<file path="config.mk">
export PLATFORM = sky130hd
export DESIGN_NAME = bignum_add_arbiter
export DESIGN_NICKNAME = d
export VERILOG_FILES = /design/src/rtl/bignum_add_arbiter.sv
export SDC_FILE = /design/constraint.sdc
export NUM_CORES = 1
export LEC_CHECK = 0
export ABC_AREA = 0
export BUFFER_PORTS_ARGS = -buffer_cell sky130_fd_sc_hd__buf_2
export CAP_MARGIN = 30
export CORE_UTILIZATION = 40
export CTS_CLUSTER_SIZE = 8
export DETAILED_ROUTE_END_ITERATION = 10
export PLACE_DENSITY = 0.78
export SYNTH_ARGS = -nofsm -noshare
export SYNTH_HDL_FRONTEND = slang
export SYNTH_SLANG_ARGS = --single-unit
</file>
<file path="constraint.sdc">
create_clock -name clk_in -period 5.4 [get_ports clk_in]
set_clock_uncertainty 0.2 [all_clocks]
set_input_delay 1.08 -clock clk_in [delete_from_list [all_inputs] [get_ports clk_in]]
set_output_delay 1.08 -clock clk_in [all_outputs]
set_load 0.02 [all_outputs]
</file>
<file path="src/rtl/bignum_add_arbiter.sv">
// Round-robin arbiter feeding a chunk-serial bignum adder: the owner streams operand A then B,
// and the adder's sum chunks are forwarded back tagged with the owner. Option: ARB_OP_COUNT_EN.
module bignum_add_arbiter #(
  parameter int unsigned register_size = 32,
  parameter int unsigned bits_in_num   = 2048,
  parameter int unsigned NUM_REQ       = 2
) (
  input  logic                               clk_in,
  input  logic                               rst_n_in,
  input  logic [NUM_REQ-1:0]                 req_in,
  input  logic [NUM_REQ*register_size-1:0]   chunk_in,
  input  logic [NUM_REQ-1:0]                 valid_in,
  output logic [NUM_REQ-1:0]                 grant_out,
  output logic                               busy_out,
  output logic [register_size-1:0]           adder_chunk_out,
  output logic                               adder_valid_out,
  input  logic [register_size-1:0]           adder_data_in,
  input  logic                               adder_valid_in,
  input  logic                               adder_carry_in,
  input  logic                               adder_final_in,
  output logic [register_size-1:0]           res_data_out,
  output logic                               res_valid_out,
  output logic                               res_carry_out,
  output logic                               res_final_out,
  output logic [$clog2(NUM_REQ)-1:0]         res_id_out,
  output logic [15:0]                        ops_count_out
);

  localparam int unsigned CHUNKS = bits_in_num / register_size;
  localparam int unsigned IW     = $clog2(NUM_REQ);
  localparam int unsigned CW     = (CHUNKS > 1) ? $clog2(CHUNKS) : 1;

  typedef enum logic [1:0] {IDLE, FEED_A, FEED_B, DRAIN} state_t;

  state_t               r_state;
  logic [1:0]           r_rst_sync;
  logic                 w_rst_n;
  logic [NUM_REQ-1:0]   r_grant;
  logic                 r_busy;
  logic [IW-1:0]        r_owner;
  logic [IW-1:0]        r_last;
  logic [CW-1:0]        r_cnt;
  logic [IW-1:0]        w_winner;
  logic                 w_found;
  int unsigned          w_idx;
  logic                 w_own_valid;
  logic                 w_feeding;

  // Reset asserts asynchronously, releases two clocks after rst_n_in rises
  always_ff @(posedge clk_in or negedge rst_n_in) begin
    if (!rst_n_in) r_rst_sync <= 2'b00;
    else           r_rst_sync <= {r_rst_sync[0], 1'b1};
  end
  assign w_rst_n = r_rst_sync[1];

  // Round-robin search starting one past the last winner
  always_comb begin
    w_winner = r_last;
    w_found  = 1'b0;
    w_idx    = 0;
    for (int unsigned k = 1; k <= NUM_REQ; k++) begin
      w_idx = (32'(r_last) + k) % NUM_REQ;
      if (!w_found && req_in[IW'(w_idx)]) begin
        w_found  = 1'b1;
        w_winner = IW'(w_idx);
      end
    end
  end

  assign w_feeding       = (r_state == FEED_A) || (r_state == FEED_B);
  assign w_own_valid     = valid_in[r_owner];
  assign adder_valid_out = w_feeding && w_own_valid;
  assign adder_chunk_out = w_feeding ? chunk_in[r_owner*register_size +: register_size]
                                     : '0;
  assign grant_out       = r_grant;
  assign busy_out        = r_busy;
  assign res_id_out      = r_owner;

  always_ff @(posedge clk_in or negedge w_rst_n) begin
    if (!w_rst_n) begin
      r_state       <= IDLE;
      r_grant       <= '0;
      r_busy        <= 1'b0;
      r_owner       <= '0;
      r_last        <= IW'(NUM_REQ - 1);
      r_cnt         <= '0;
      res_data_out  <= '0;
      res_valid_out <= 1'b0;
      res_carry_out <= 1'b0;
      res_final_out <= 1'b0;
    end else begin
      case (r_state)
        IDLE: begin
          res_data_out  <= '0;
          res_valid_out <= 1'b0;
          res_carry_out <= 1'b0;
          res_final_out <= 1'b0;
          if (w_found) begin
            r_grant <= NUM_REQ'(1) << w_winner;
            r_busy  <= 1'b1;
            r_owner <= w_winner;
            r_cnt   <= '0;
            r_state <= FEED_A;
          end
        end
        FEED_A, FEED_B: begin
          res_data_out  <= adder_data_in;
          res_valid_out <= adder_valid_in;
          res_carry_out <= 1'b0;
          res_final_out <= 1'b0;
          if (w_own_valid) begin
            if (r_cnt == CW'(CHUNKS - 1)) begin
              r_cnt   <= '0;
              r_state <= (r_state == FEED_A) ? FEED_B : DRAIN;
            end else begin
              r_cnt <= r_cnt + CW'(1);
            end
          end
        end
        DRAIN: begin
          res_data_out  <= adder_data_in;
          res_valid_out <= adder_valid_in;
          res_carry_out <= adder_carry_in & adder_final_in;
          res_final_out <= adder_final_in;
          if (adder_final_in) begin
            r_state <= IDLE;
            r_grant <= '0;
            r_busy  <= 1'b0;
            r_last  <= r_owner;
          end
        end
        default: r_state <= IDLE;
      endcase
    end
  end

`ifdef ARB_OP_COUNT_EN
  logic [15:0] r_ops;

  // Completed operations, wrapping at 16 bits
  always_ff @(posedge clk_in or negedge w_rst_n) begin
    if (!w_rst_n)                                  r_ops <= '0;
    else if (r_state == DRAIN && adder_final_in)   r_ops <= r_ops + 16'd1;
  end
  assign ops_count_out = r_ops;
`else
  assign ops_count_out = 16'h0000;
`endif

endmodule

</file>
# Word-level counts from Yosys, hierarchy flattened
# Index checks and enable logic that the tools add are counted.
[classes] addsub=3 n_mul=0 div=0 n_lt_le_gt_ge=3 eq_ne=8 shift=2 n_mux=30 bitwise=1 n_reduce_logical=15
[ops] cell="32-bit one-hot mux with 2 select lines" n=1
[ops] cell="64-bit by 7-bit indexed part select with 32-bit output" n=1
[ops] cell="32-bit 2-to-1 mux" n=1
[ops] cell="6-bit 2-to-1 mux" n=3
[ops] cell="1-bit 2-to-1 mux" n=13
[ops] cell="6-bit one-hot mux with 2 select lines" n=1
[ops] cell="2-bit 2-to-1 mux" n=5
[ops] cell="2-bit != test (second input constant)" n=4
[ops] cell="1-bit one-hot mux with 2 select lines" n=4
[ops] cell="6-bit by 1-bit adder with 6-bit output (second input constant)" n=1
[ops] cell="6-bit equality test (second input constant)" n=1
[ops] cell="1-bit by 2-bit < comparator with 1-bit output (second input constant)" n=3
[ops] cell="2-bit one-hot mux with 3 select lines" n=1
[ops] cell="3-bit AND reduction" n=2
[ops] cell="3-bit OR reduction" n=2
[ops] cell="2-bit equality test (second input constant)" n=2
[ops] cell="2-bit one-hot mux with 2 select lines" n=1
[ops] cell="2-bit AND reduction" n=2
[ops] cell="4-bit AND reduction" n=1
[ops] cell="2-bit nonzero test" n=2
[ops] cell="1-bit adder (second input constant)" n=2
[ops] cell="2-bit by 1-bit equality test with 1-bit output (second input constant)" n=1
[ops] cell="1-bit logical AND" n=2
[ops] cell="2-bit zero test" n=1
[ops] cell="5 further kinds" n=5
[word_totals] register_bits=50 latchBits=0 ramBits=0 romBits=0 input_bits=105 output_inout_bits=88 elab_cells=73 n_memories=0

# Depth between registers and ports, before layout
[logic_depth] depth_word=10 mapped_depth=6 ltp_nobuf=6

# Least setup slack after synthesis
# No wires, ideal clock.
[synth_timing] path_kind="flip-flop to output port" start="reg r_owner, in the netlist res_id_out" end="out adder_chunk_out[23]" arrival_ps=1478 required_ps=4120 slack_ps=2642 stages_incl_launch_ff=5 cell_sequence="dfrtp_1 > buf_4 > buf_1 > mux2i_1 > nor2_1"
[synth_via] elab_chain_len=2
[synth_rtl] element="start: declaration" line="40" text="logic [IW-1:0] r_owner;"
[synth_rtl] element="start signal: assignment" line="101" text="r_owner <= w_winner;"
[synth_rtl] element="64-bit by 7-bit indexed part select with 32-bit output" line="73" text="assign adder_chunk_out = w_feeding ? chunk_in[r_owner*register_size +: register_size]"
[synth_rtl] element="32-bit 2-to-1 mux" line="73"
[synth_rtl] element="end: declaration" line="15" text="output logic [register_size-1:0] adder_chunk_out,"
# Every way passes these cells.

# Worst setup path after layout
[layout_timing] start="reg r_owner, in the netlist res_id_out" end="out adder_valid_out"
[layout_via] elab_chain_len=3
[layout_rtl] element="1-bit 2-to-1 mux (implied by the code) (2 in series)" line="71" text="assign w_own_valid = valid_in[r_owner];"
[layout_rtl] element="1-bit logical AND" line="72" text="assign adder_valid_out = w_feeding && w_own_valid;"
[layout_rtl] element="end: declaration" line="16" text="output logic adder_valid_out,"
# Every way passes these cells. The select of a mux whose other input is x is not followed.

==> load_flow_metrics.sql <==
INSERT INTO impl_metrics (metric_group, metric, value, unit) VALUES
('grt', 'globalRoute.totalOverflow', '0', ''),
('cts', 'ctsHtreeMaxLevel', '2', ''),
('pwr', 'power.ir.vdd_worst', '0.000382', 'V'),
('cts', 'cts.repair_timing.setup_buffer_count', '0', ''),
('outcome', 'run_status', 'finished, final reports clean', ''),
('grt', 'antenna_found_initial', '0', ''),
('cts', 'clock_insertion_delay_worst_skew', '0.30', 'ns'),
('setup_path', 'crit_buf_inv', '1', ''),
('cells_and_area', 'most-common-layout-cells', 'buf_2 (176), dfrtp_1 (47), nor2_1 (37)', ''),
('grt', 'groute.usage.overall', '0.178', ''),
('die', 'ioPinCount', '193', ''),
('setup_path', 'worst_endpoint_required_time', '4.12', 'ns'),
('cells_and_area', 'fillCellCount', '533', ''),
('pwr', 'pwr-share-clk', '0.131', ''),
('setup_path', 'critPathSlowestCell', 'dfrtp_2', ''),
('yosys', 'synth_top_area_cell', 'dfrtp_1', ''),
('cts', 'root_buffer', 'clkbuf_8', ''),
('pwr', 'seq_power_share', '0.300', ''),
('cells_and_area', 'most_common_library_cell_in_the_layout_ignoring_fill_and_taps', 'buf_2', ''),
('cts', 'cts_hold_repair.buffers', '0', ''),
('placed_design', 'placement.io_buffers', '176', ''),
('route', 'routed_via_density', '4.58', ''),
('setup_path', 'critical_path.cell_chain', 'mux2i_1 -> nor2_1 -> buf_2', ''),
('placed_design', 'detailed_place_hpwl', '4690', 'um'),
('yosys', 'post_synthesis_sequential_element_count', '50', ''),
('die', 'fp.dieW', '81.2', 'um'),
('timing', 'setup_slack', '2.12', 'ns'),
('cells_and_area', 'synthToLayoutAreaGrowth', '40.7', '%'),
('yosys', 'dominantRegCellSynth', 'dfrtp_1', ''),
('pwr', 'p_leak', '1.99', 'nW'),
('yosys', 'post_synth_xor_area_fraction', '0', ''),
('setup_path', 'worstPathMaxFanout', '36', ''),
('yosys', 'synth_adder_area_share', '0.0299', ''),
('yosys', 'synth.area.mux_share', '0.144', ''),
('setup_path', 'timing.critical_path.arrival', '2.00', 'ns'),
('yosys', 'async_reset_ff_frac', '1.00', ''),
('yosys', 'synth.yosys.seq_area_share', '0.499', ''),
('route', 'routed_wire_length_per_instance', '12.3', 'um'),
('grt', 'grt_start_max_net_pins', '38', ''),
('setup_path', 'endpoint_kind', 'output pin', ''),
('timing', 'final.min_clock_period', '3.28', 'ns'),
('cts', 'cts_made_buffers', '5', ''),
('pwr', 'power.density_cell_area', '569', 'mW/mm2'),
('yosys', 'syn-cell-area', '0.00251', 'mm2'),
('yosys', 'syn_avg_cell_area', '10.4', 'um2'),
('cts', 'count_of_instances_resized_after_the_clock_tree_is_built', '0', ''),
('yosys', 'synth_top_cell_area_share', '0.488', ''),
('yosys', 'synth_enable_flop_cells', '0', ''),
('grt', 'grt_pass1_vias', '1969', ''),
('placed_design', 'gp_routability_congestion', '0.750', ''),
('cells_and_area', 'post_layout_nonfiller_instances', '490', ''),
('die', 'start_util', '0.419', ''),
('timing', 'maxClockFrequency', '305', 'MHz'),
('cts', 'clockBufferDepth', '2', ''),
('pwr', 'intPower', '1.06', 'mW'),
('yosys', 'yosys.cell_types.count', '35', ''),
('timing', 'final_min_period_over_clock_period', '0.608', ''),
('timing', 'slew-limit-headroom', '0.358', ''),
('cells_and_area', 'layout-drive-gt1-share', '0.463', ''),
('run', 'maxCapViolCount', '0', ''),
('route', 'initialDrtViolationCount', '79', ''),
('yosys', 'synth-compound-area-share', '0.0737', ''),
('hold_path', 'min-delay-path-class', 'flop to async pin', ''),
('cts', 'tritoncts', 'done', ''),
('cts', 'clk_transition_reported_paths', '0.10', 'ns'),
('timing', 'final-setup-viol-count', '0', ''),
('pwr', 'fraction_of_power_consumed_by_combinational_cells', '0.569', ''),
('die', 'placementRows', '28', ''),
('placed_design', 'dp.cells', '482', ''),
('timing', 'setup_tns', '0', 'ns'),
('setup_path', 'crit_path_max_incr_delay', '1.02', 'ns');
[synth_stat cells, types with 2 or more instances]
library cell and instances:
dfrtp_1 49, nor2_1 37, mux2i_1 35, nor2b_1 34
buf_4 17, ha_1 6, nand2_1 6, inv_1 5
o21ai_1 5, a22o_1 4, clkbuf_1 4, o21ai_0 4
buf_1 3, buf_2 3, nand3_1 3, a21o_1 2
a21oi_1 2, and3_1 2, conb_1 2, o31ai_1 2
o31ai_2 2
[worst max-delay path by stage]
stage | from | end | slack [ns] | cells after the start
floorplan | res_id_out | adder_chunk_out[23] | 2.64 | 4
global placement | valid_in[1] | adder_valid_out | 2.44 | 4
detailed placement | valid_in[1] | adder_valid_out | 2.42 | 4
CTS | r_state[1] | adder_chunk_out[10] | 2.10 | 5
global route | r_state[1] | adder_chunk_out[10] | 1.95 | 5
finish | res_id_out | adder_valid_out | 2.12 | 3
[per-layer routing]
metal,global-route usage,up-vias,part of all wire
li1,-,1107,-
met1,0.191,1028,0.37
met2,0.331,98,0.54
met3,0.0461,9,0.073
met4,0.0679,0,0.013
met5,0,-,0
[stage by stage]
step | utilization | area (um2) | hold slack (ns)
final | 0.590 | 3530 | 0.0222
after CTS | 0.590 | 3530 | 0.0497
after floorplan | - | 2570 | 0.131
after global placement | 0.563 | 3380 | 0.136
after global routing | 0.590 | 3530 | 0.0752
after detailed placement | 0.571 | 3420 | 0.0416
[power by group through the flow]
stage / clock network [mW] / logic (mW) / registers (mW)
floorplan: 0 / 0.717 / 0.680
global placement: 0 / 1.10 / 0.610
detailed placement: 0 / 1.15 / 0.613
CTS: 0.267 / 1.15 / 0.606
global route: 0.284 / 1.25 / 0.625
finish: 0.264 / 1.14 / 0.604
[flip-flops by register name (all words and copies together) (netlist names)]
name / cells
grant_out: 2
res_final_out: 1
r_last: 1
r_state: 2
r_cnt: 6
busy_out: 1
res_data_out: 32
res_id_out: 1
r_rst_sync: 2
res_carry_out: 1
res_valid_out: 1
[cell families after synthesis]
kind of cell	count (synthesis)
multiplexers	36
other	2
AND/OR/NAND/NOR	88
flip-flops	50
adder cells (fa/ha/maj)	6
buffers and inverters	33
AO/OA/AOI/OAI	26
[cell type report]
type                       count  area, um2  share of cell area
multi-input combinational    173       1120               0.318
sequential                    50       1250               0.355
timing repair buffer         178        928               0.263
clock buffer                   6       72.6              0.0205
tap                           75       93.8              0.0266
clock inverter                 2       37.5              0.0106
inverter                       6       22.5             0.00637
Power figures use the tool's default switching activity.
